File: config.mk
export PLATFORM = sky130hd
export DESIGN_NAME = seg_scan_display
export DESIGN_NICKNAME = d
export VERILOG_FILES = /design/src/rtl/cpu24_disp_pkg.sv /design/src/rtl/hex7seg_decoder.sv /design/src/rtl/seg_scan_display.sv
export SDC_FILE = /design/constraint.sdc
export NUM_CORES = 1
export LEC_CHECK = 0
export ABC_AREA = 1
export BUFFER_PORTS_ARGS = -buffer_cell sky130_fd_sc_hd__clkbuf_2
export CAP_MARGIN = 0
export CORE_MARGIN = 10
export CORE_UTILIZATION = 40
export CTS_CLUSTER_DIAMETER = 40
export DETAILED_ROUTE_END_ITERATION = 8
export GPL_ROUTABILITY_DRIVEN = 0
export PLACE_DENSITY = 0.68
export SLEW_MARGIN = 40
export SYNTH_ARGS = -nofsm -noshare
export SYNTH_HDL_FRONTEND = slang
export SYNTH_SLANG_ARGS = --single-unit
File: constraint.sdc
create_clock -name clk -period 4.85 [get_ports clk]
set_clock_uncertainty 0.05 [all_clocks]
set_input_delay 0.2425 -clock clk [delete_from_list [all_inputs] [get_ports clk]]
set_output_delay 0.2425 -clock clk [all_outputs]
set_load 0.005 [all_outputs]
File: src/rtl/cpu24_disp_pkg.sv
// Shared constants for the scanned seven-segment display: default scan rate,
// digit count and the active-low hex segment table (bit order g..a).
package cpu24_disp_pkg;

    localparam int CLK_DIV_DEFAULT = 100000;
    localparam int NDIG            = 8;

    localparam logic [6:0] SEG_TABLE [16] = '{
        7'h40, 7'h79, 7'h24, 7'h30, 7'h19, 7'h12, 7'h02, 7'h78,
        7'h00, 7'h10, 7'h08, 7'h03, 7'h46, 7'h21, 7'h06, 7'h0E
    };

endpackage

File: src/rtl/hex7seg_decoder.sv
// Combinational hex nibble to active-low seven-segment pattern (g..a).
module hex7seg_decoder
    import cpu24_disp_pkg::*;
(
    input  logic [3:0] nibble_i,
    output logic [6:0] seg_n_o
);

    assign seg_n_o = SEG_TABLE[nibble_i];

endmodule

File: src/rtl/seg_scan_display.sv
// Time-multiplexed 8-digit hex display with frame-synchronous updates.
// Define LEADING_ZERO_BLANK_EN to blank digits above the highest nonzero nibble.
module seg_scan_display #(
    parameter int CLK_DIV = cpu24_disp_pkg::CLK_DIV_DEFAULT,
    parameter int NDIG    = cpu24_disp_pkg::NDIG
) (
    input  logic              clk,
    input  logic              rst,
    input  logic [4*NDIG-1:0] data_in,
    input  logic              load,
    output logic [NDIG-1:0]   an,
    output logic [7:0]        seg,
    output logic              pending,
    output logic              frame_done
);

    localparam int              PW       = (CLK_DIV > 1) ? $clog2(CLK_DIV) : 1;
    localparam int              IW       = $clog2(NDIG);
    localparam logic [PW-1:0]   PRE_LAST = PW'(CLK_DIV - 1);
    localparam logic [IW-1:0]   IDX_LAST = IW'(NDIG - 1);

    logic [PW-1:0]     pre_q, pre_d;
    logic [IW-1:0]     idx_q, idx_d;
    logic [4*NDIG-1:0] shadow_q, shadow_d;
    logic [4*NDIG-1:0] disp_q, disp_d;
    logic              pending_q, pending_d;
    logic [NDIG-1:0]   an_q, an_d;
    logic [7:0]        seg_q, seg_d;

    logic              tick;
    logic              boundary;
    logic              blank;
    logic [3:0]        nibble;
    logic [6:0]        seg_raw;

    assign tick     = (pre_q == PRE_LAST);
    assign boundary = tick && (idx_q == IDX_LAST);
    assign nibble   = disp_q[{idx_q, 2'b00} +: 4];

    hex7seg_decoder u_dec (
        .nibble_i (nibble),
        .seg_n_o  (seg_raw)
    );

`ifdef LEADING_ZERO_BLANK_EN
    logic [IW-1:0] top_digit;

    always_comb begin
        top_digit = '0;
        for (int i = 1; i < NDIG; i++) begin
            if (disp_q[4*i +: 4] != 4'h0) top_digit = IW'(i);
        end
    end

    // Digit 0 can never exceed top_digit, so it always stays lit.
    assign blank = (idx_q > top_digit);
`else
    assign blank = 1'b0;
`endif

    always_comb begin
        // NOTE: every _d gets a default before any branch so no latch is inferred.
        pre_d     = tick ? '0 : pre_q + 1'b1;
        idx_d     = idx_q;
        shadow_d  = shadow_q;
        disp_d    = disp_q;
        pending_d = pending_q;

        if (tick) idx_d = (idx_q == IDX_LAST) ? '0 : idx_q + 1'b1;

        // The display register only moves on a frame boundary, so a frame never tears.
        if (boundary && load) begin
            disp_d    = data_in;
            shadow_d  = data_in;
            pending_d = 1'b0;
        end else if (boundary && pending_q) begin
            disp_d    = shadow_q;
            pending_d = 1'b0;
        end else if (load) begin
            shadow_d  = data_in;
            pending_d = 1'b1;
        end

        an_d  = blank ? '1 : ~(NDIG'(1) << idx_q);
        seg_d = {1'b1, seg_raw};
    end

    always_ff @(posedge clk) begin
        // NOTE: reset is tested inside the clocked block, making it synchronous.
        if (rst) begin
            pre_q     <= '0;
            idx_q     <= '0;
            shadow_q  <= '0;
            disp_q    <= '0;
            pending_q <= 1'b0;
            an_q      <= '1;
            seg_q     <= '1;
        end else begin
            pre_q     <= pre_d;
            idx_q     <= idx_d;
            shadow_q  <= shadow_d;
            disp_q    <= disp_d;
            pending_q <= pending_d;
            an_q      <= an_d;
            seg_q     <= seg_d;
        end
    end

    assign an         = an_q;
    assign seg        = seg_q;
    assign pending    = pending_q;
    assign frame_done = boundary && !rst;

endmodule
Yosys cells after proc, flatten, opt, wreduce, memory -nomap -nowiden --
Memory sizes are Yosys's and may differ from the RTL's. A register that Yosys moved wholly into a read port is not among the register bits. Cells that the tools add are included.
Storage, ports and cells: flip-flop bits (word level) 94, memory bits (read-only) 112, input bits 35, output and inout port bits 18, logic and storage cells 33, memories 1
Cells by class: add/sub/neg operators 2, eq/ne operators 3, shift operators 2, muxes and demuxes 6, bitwise logic cells 2, reduce and logical (&&, ||, !) cells 10
Memories:
- (no name shown) | depth 16, bits a word 7, read ports 1, clocked after Yosys merged registers in 1, write ports 0, line hex7seg_decoder.sv:9 | assign seg_n_o = SEG_TABLE[nibble_i];
Operators by type and width (count):
- $mux 32 | 5
- $shiftx 32x6->4 | 1
- $add 17x1->17 const B | 1
- $eq 17x17->1 const B | 1
- $not 8->8 | 1
- $shl 1x3->8 const A | 1
- $not 4->5 | 1
- $logic_and 1x1->1 | 4
- $reduce_bool 2->1 | 2
- $add 3x1->3 const B | 1
- $eq 3x3->1 const B | 1
- $mux 3 | 1
- $reduce_or 3->1 | 1
- $ne 2x2->1 const B | 1
- $reduce_and 2->1 | 1
- $reduce_or 2->1 | 1
- $logic_not 1->1 | 1

Depth between registers and ports, before layout --
Gate-level depths: netlist (run 1).
depth after elaboration 5, depth in mapped cells 12, gate-level depth less buffers 11

Hierarchy --
Synthesis (run 1) repeated with hierarchy kept, for this count alone.
Second synthesis, totals: cell total of the unflattened synthesis 657, area total of the unflattened synthesis 4663.2 um^2
Modules (own cells, without submodules):
- seg_scan_display | instances 1, cells each 608, area an instance 4389.2 um^2, seq. area each 2001.9 um^2
- hex7seg_decoder | instances 1, cells each 49, area an instance 274.0 um^2, seq. area each 0.0 um^2

Worst setup path before layout (run 1) --
No wires, ideal clock.
path type reg2reg, from register idx_q[0], to register seg_q[0], in the netlist seg[0], library setup time 117 ps, arrival 1711 ps, required time 4683 ps, setup slack 2972 ps, cell stages (with the launch flop) 12, buffers on the path 1, clock period less this slack 1878 ps, cells stage by stage dfxtp_1 > buf_2 > nand2_1 > o211ai_1 > nand2_1 > o21ai_1 > inv_1 > ha_1 > inv_1 > nor2_1 > a21oi_2 > nand2_1
Between the ends: word-level cells in the longest chain between the ends 2
Ends and longest elaborated chain:
- start: declaration | line seg_scan_display.sv:23 | logic [IW-1:0] idx_q, idx_d;
- start signal: assignment | line seg_scan_display.sv:100 | idx_q <= idx_d;
- $shiftx 32x6->4 | line seg_scan_display.sv:38 | assign nibble = disp_q[{idx_q, 2'b00} +: 4];
- $not 4->5 (not written as such) | line hex7seg_decoder.sv:9
- end: declaration | line seg_scan_display.sv:28 | logic [7:0] seg_q, seg_d;
Every way passes these cells. A chain may end at the register's enable or synchronous reset.

Final worst setup path (run 1) --
from register idx_q[1], to register seg_q[0], in the netlist seg[0]
Same word-level chain as after synthesis.

==> results by group, run 1 <==
Run status
  – Status: finished clean

Cells and area
  – Final #Nets: 780
  – N_diodes: 0
  – Most frequent cells in the layout: nand2_1, inv_1, dfxtp_1
  – Post-Layout Cell Count: 879
  – Synth-to-layout area growth: 12.3%
  – Most common cell after layout, fill and taps aside: nand2_1
  – Final Core Density: 46.3%
  – Layout cells sized above 1: 12.6%

Synthesis
  – Post-Syn Area: 4750 µm²
  – Area leader, netlist: dfxtp_1
  – Synth warn: 0
  – Synth top area cells: dfxtp_1, nand2_1, inv_1
  – Post-synthesis cell type count: 36
  – Top-area cell type share of the netlist area: 42.1%
  – Yosys reg bits: 100
  – Post-Syn Instances: 698
  – Syn nets: 746
  – Register area share after synthesis: 42.1%
  – Mean Syn Cell Area: 6.80 µm²

Routing
  – Drt wl/cell: 11.3 µm
  – Initial DRC Count: 280
  – Routed Antenna Nets: 0
  – DRC viols: 0
  – First-pass DRT Iterations: 4
  – Routed Wire Length: 9.92 mm
  – Vias per cell: 4.59
  – Routed vias: 4033

Timing
  – Slew headroom: 49.6%
  – Final Cycle Share: 51.1%
  – Worst slew pin tran: 755 ps
  – Unrepaired setup endpoints after global routing: false
  – Fin Setup TNS: 0 ps
  – Final Setup Violations: 0
  – Hold slack final: 110 ps
  – Minimum clock period: 2480 ps
  – Max frequency: 404 MHz
  – Hold Fails Final Rpt: 0
  – Fin. max-slew vios: 0

Floorplanning
  – Core box area: 11500 µm²
  – Row count: 39
  – Starting Density: 41.2%
  – Boundary Pins: 53
  – Width of the die: 129 µm
  – Die H: 129 µm
  – Die area: 16600 µm²

Clocking
  – Latest clock arrival within the worst-skew pair: 340 ps
  – Clk pin slew, worst setup/hold paths: 70 ps
  – CTS tree: yes
  – CTS sink cnt: 100
  – Cts-stage hold buffer count: 0
  – # Post-CTS Setup Buffers: 0
  – CTS-repair resized insts: 0
  – Clk root buf: clkbuf_16
  – Inserted Clock Buffers: 9
  – CTS H-tree lvls: 3
  – Max clock buf depth: 2

Setup path
  – Crit start category: flop
  – CP Capture Type: flop
  – Req. time, crit path: 5030 ps
  – Crit path kind: flop to flop
  – CP max FO: 14
  – Critical path arrival: 2650 ps

Job
  – # Max-Cap Violations: 0

Global routing
  – First-pass GRT wire length: 17.3 mm
  – Vias in the first global route: 3814
  – GRT overflow: 0
  – GRT Total Usage: 12.5%
  – Largest net degree at the start of global routing: 61
  – Initial antenna violation count: 0

Hold path
  – Worst Hold Class: input port to flop

Pwr
  – Worst IR drop on VDD: 0.000180 V
  – Lkg Pwr: 2.64 nW
  – PwrDens: 299 nW/µm²

Placement
  – Placed Cells: 863
  – PortBufs: 51
  – Dpl hpwl: 6.82 mm
-- power by group --
| part | total [mW] | internal, mW | switching, mW |
|---|---|---|---|
| Clock | 0.653 | 0.358 | 0.295 |
| Sequential | 0.848 | 0.842 | 0.00613 |
| Combinational | 0.0925 | 0.0339 | 0.0585 |
| Total | 1.59 | 1.23 | 0.360 |
-- critical path: stages (launching register included) --
cell,delay [ps]
dfxtp_1,630
inv_1,280
o211ai_1,160
nand2_1,80
o21ai_1,400
inv_1,150
ha_1,240
inv_1,100
nor2_1,60
a21oi_2,140
nand2_1,60
-- layout make-up --
cell class              count  area (µm²)
inverters                 117         439
repair buffers             53         290
fillers                  1179        6180
clock inverters             4        26.3
multi-input cells         451        2150
flip-flops and latches    100        2000
clock buffers              11         243
well taps                 143         179
-- cell usage after synthesis, drive strengths merged --
cell type / number
ha: 13
dfxtp: 100
nand3b: 1
a21oi: 48
xnor2: 1
nand2: 195
or2: 6
o211ai: 11
nand3: 34
mux2i: 3
clkbuf: 14
nor4: 1
nand4: 5
nor3: 6
a211oi: 1
inv: 117
a31oi: 1
o21ai: 34
xor2: 3
o21a: 1
conb: 1
nor2: 84
o22ai: 1
nor3b: 1
buf: 16
-- path summary, 6_finish.rpt --
check,from,endpoint,slack (ps),depth (start not counted)
worst max-delay path,idx_q[1]$_SDFFE_PP0N_,seg[0]$_SDFF_PP1_,2370,10
worst min-delay path,data_in[4],shadow_q[4]$_SDFFE_PP0P_,110,3
worst max register to register,idx_q[1]$_SDFFE_PP0N_,seg[0]$_SDFF_PP1_,2370,10
worst min register to register,pre_q[0]$_SDFF_PP0_,pre_q[0]$_SDFF_PP0_,400,1
-- metrics by stage --
| step | total power [mW] | cell area [µm²] | setup WS [ps] |
|---|---|---|---|
| finish | 1.59 | 5330 | 2370 |
| global placement | 0.960 | 5040 | 2060 |
| CTS | 1.61 | 5310 | 2340 |
| detailed placement | 0.960 | 5040 | 2350 |
| global route | 1.66 | 5330 | 2070 |
| floorplan | 0.929 | 4750 | 2970 |
-- registers in the layout (all words and copies together) (netlist names) --
| signal | flops |
|---|---|
| disp_q | 32 |
| pre_q | 17 |
| seg | 7 |
| pending | 1 |
| an | 8 |
| idx_q | 3 |
| shadow_q | 32 |
-- per-layer routing --
layer	global-route usage [%]	part of all wire, %	wire length (µm)	up-vias
met5	0	0	0	-
met4	3.41	0.74	73	0
met3	3.66	4.7	467	7
met2	19.8	45	4420	66
met1	16.1	50	4960	1764
li1	-	-	-	2196
-- kinds of logic after synthesis --
| group | after synthesis | synth area share, % |
|---|---|---|
| xor gates and xnor gates | 4 | 0.738 |
| DFF | 100 | 42.1 |
| muxes | 3 | 0.632 |
| other | 1 | 0.0790 |
| AOI/OAI and AO/OA | 97 | 11.0 |
| buffers and inverters | 147 | 12.5 |
| and+or+nand+nor | 333 | 29.4 |
| adders and majority gates | 13 | 3.42 |
Note: power is estimated with default switching activity, not from simulation.
==> run 2, diff against run 1 <==
Clock period 4.85 ns to 2.3 ns, I/O delays scaled along.
==> run 2 against run 1 <==
  * Clock power grew to 2.7 times the previous value
  * Clock-buffer cell count is 1 lower
  * Cell count is 1.4% higher
  * Largest cell class unchanged
  * Largest power group unchanged
==> results by group, run 2 (synthesis gave the netlist of run 1 again) <==
Global routing
  – Met3 Use GR: 3.98%
  – GRT overflow: 0
  – First-pass GRT wire length: 17.0 mm
  – GRT Total Usage: 12.3%
  – M2 GR Usage: 18.5%
  – Vias in the first global route: 3614
  – Initial antenna violation count: 0
  – Largest net degree at the start of global routing: 58
  – Met1 Track Usage GR: 16.5%
  – GR peak layer: met2

Setup path
  – Crit path kind: flop to flop
  – Critical path arrival: 2220 ps
  – Worst path bufs/invs: 3
  – Critical path's slowest cell: dfxtp_1
  – Cells along the critical path: inv_1, o211ai_1, nand2_1, o21ai_1, inv_1, ha_1, inv_1, nor2_1, a21oi_2, nand2_1
  – Crit start category: flop
  – CP peak stage delay: 390 ps
  – CP max FO: 8
  – CP most frequent cell: inv_1
  – Req. time, crit path: 2480 ps
  – CP Capture Type: flop
  – CP delay by family, top: compound AO/OA/AOI/OAI gates

Routing
  – Initial DRC Count: 262
  – Vias per cell: 4.55
  – Routed Antenna Nets: 0
  – Drt wl/cell: 11.2 µm
  – Routed Wire Length: 10.0 mm
  – First-pass DRT Iterations: 4
  – Routed vias: 4058
  – DRC viols: 0

Cells and area
  – Layout cells sized above 1: 13.9%
  – Most frequent cells in the layout: nand2_1, inv_1, dfxtp_1
  – Synth-to-layout area growth: 16.0%
  – Final #Nets: 791
  – Most common cell after layout, fill and taps aside: nand2_1
  – Post-Layout Cell Count: 891
  – Reg area: 2000 µm²
  – N_diodes: 0
  – Number of fill cells: 1208
  – Multi-input logic area: 2150 µm²
  – Design area: 5510 µm²
  – Largest registers: disp_q (32), shadow_q (32), pre_q (17)

Placement
  – Placed standard-cell area: 5140 µm²
  – Placed Cells: 873
  – PortBufs: 51
  – Dpl hpwl: 7.10 mm

Timing
  – Worst slew pin tran: 537 ps
  – Final Cycle Share: 88.6%
  – Final Setup Violations: 0
  – Fin Setup TNS: 0 ps
  – Slew headroom: 64.2%
  – Unrepaired setup endpoints after global routing: false
  – Hold Fails Final Rpt: 0
  – Fin. max-slew vios: 0
  – Minimum clock period: 2040 ps
  – Max frequency: 491 MHz
  – Hold slack final: 1.76 ps

Pwr
  – Worst IR drop on VDD: 0.000320 V
  – PwrDens: 676 nW/µm²
  – Lkg Pwr: 2.73 nW
  – Overall power: 3.73 mW

Clocking
  – CTS H-tree lvls: 3
  – Clk root buf: clkbuf_16
  – # Post-CTS Setup Buffers: 0
  – Inserted Clock Buffers: 9
  – Max clock buf depth: 2
  – CTS sink cnt: 100
  – Latest clock arrival within the worst-skew pair: 350 ps
  – Clk pin slew, worst setup/hold paths: 60 ps
  – CTS tree: yes

Floorplanning
  – Starting Density: 41.2%
  – Die H: 129 µm
  – Boundary Pins: 53
  – Width of the die: 129 µm
  – Row count: 39
  – Die area: 16600 µm²
  – Core box area: 11500 µm²

Job
  – # Max-Cap Violations: 0

Run status
  – Status: finished clean

Hold path
  – Worst Hold Class: input port to flop
[run 2: changes by cell type in the layout (fill, tap and decap cells not counted), sizes merged]
cell and change:
buf +8, bufinv +3, clkinv -1, dlygate4sd3 +2
[run 2: worst min-delay path: cells and delay by family]
kind | cells | cell delay, ps
buf+inv | 1 | 70
mux | 1 | 80
simple gates | 1 | 90
[run 2: per-layer routing]
layer / part of all wire, % / wire length, µm / up-vias
met1: 50 / 5060 / 1760
met4: 1.1 / 110 / 0
met5: 0 / 0 / -
met2: 43 / 4360 / 66
li1: - / - / 2224
met3: 4.9 / 493 / 8
[run 2: layout make-up]
| type | instances | area share (%) |
|---|---|---|
| tap | 143 | 3.25 |
| timing repair buffer | 64 | 6.95 |
| sequential | 100 | 36.4 |
| inverter | 117 | 7.97 |
| multi-input combinational | 451 | 39.1 |
| clock buffer | 10 | 4.34 |
| clock inverter | 6 | 2.02 |
[run 2: timing repair]
action                                  CTS  global route
resized for setup                         0             1
endpoints found under the setup margin    0             4
hold buffers                              2             0
hold endpoints to repair                  2             0
[run 2: worst paths after layout]
| check | from | to | slack [ps] | depth (start not counted) |
|---|---|---|---|---|
| worst max-delay path | idx_q[1]$_SDFFE_PP0N_ | seg[0]$_SDFF_PP1_ | 260 | 10 |
| worst min-delay path | data_in[5] | shadow_q[5]$_SDFFE_PP0P_ | 2 | 3 |
| worst max register to register | idx_q[1]$_SDFFE_PP0N_ | seg[0]$_SDFF_PP1_ | 260 | 10 |
| worst min register to register | shadow_q[0]$_SDFFE_PP0P_ | shadow_q[0]$_SDFFE_PP0P_ | 400 | 2 |
[run 2: stage by stage]
step                setup slack [ps]  utilization, %
global placement                 239            44.6
global route                    87.3            47.8
finish                           262            47.8
CTS                              144            47.8
detailed placement               169            44.6
floorplan                        422               -
[run 2: where the power goes]
group,leakage (nW),internal (mW),switching (mW)
clock network,0.169,1.09,0.648
logic,1.75,0.0757,0.123
registers,0.816,1.77,0.0126
total,2.73,2.94,0.784
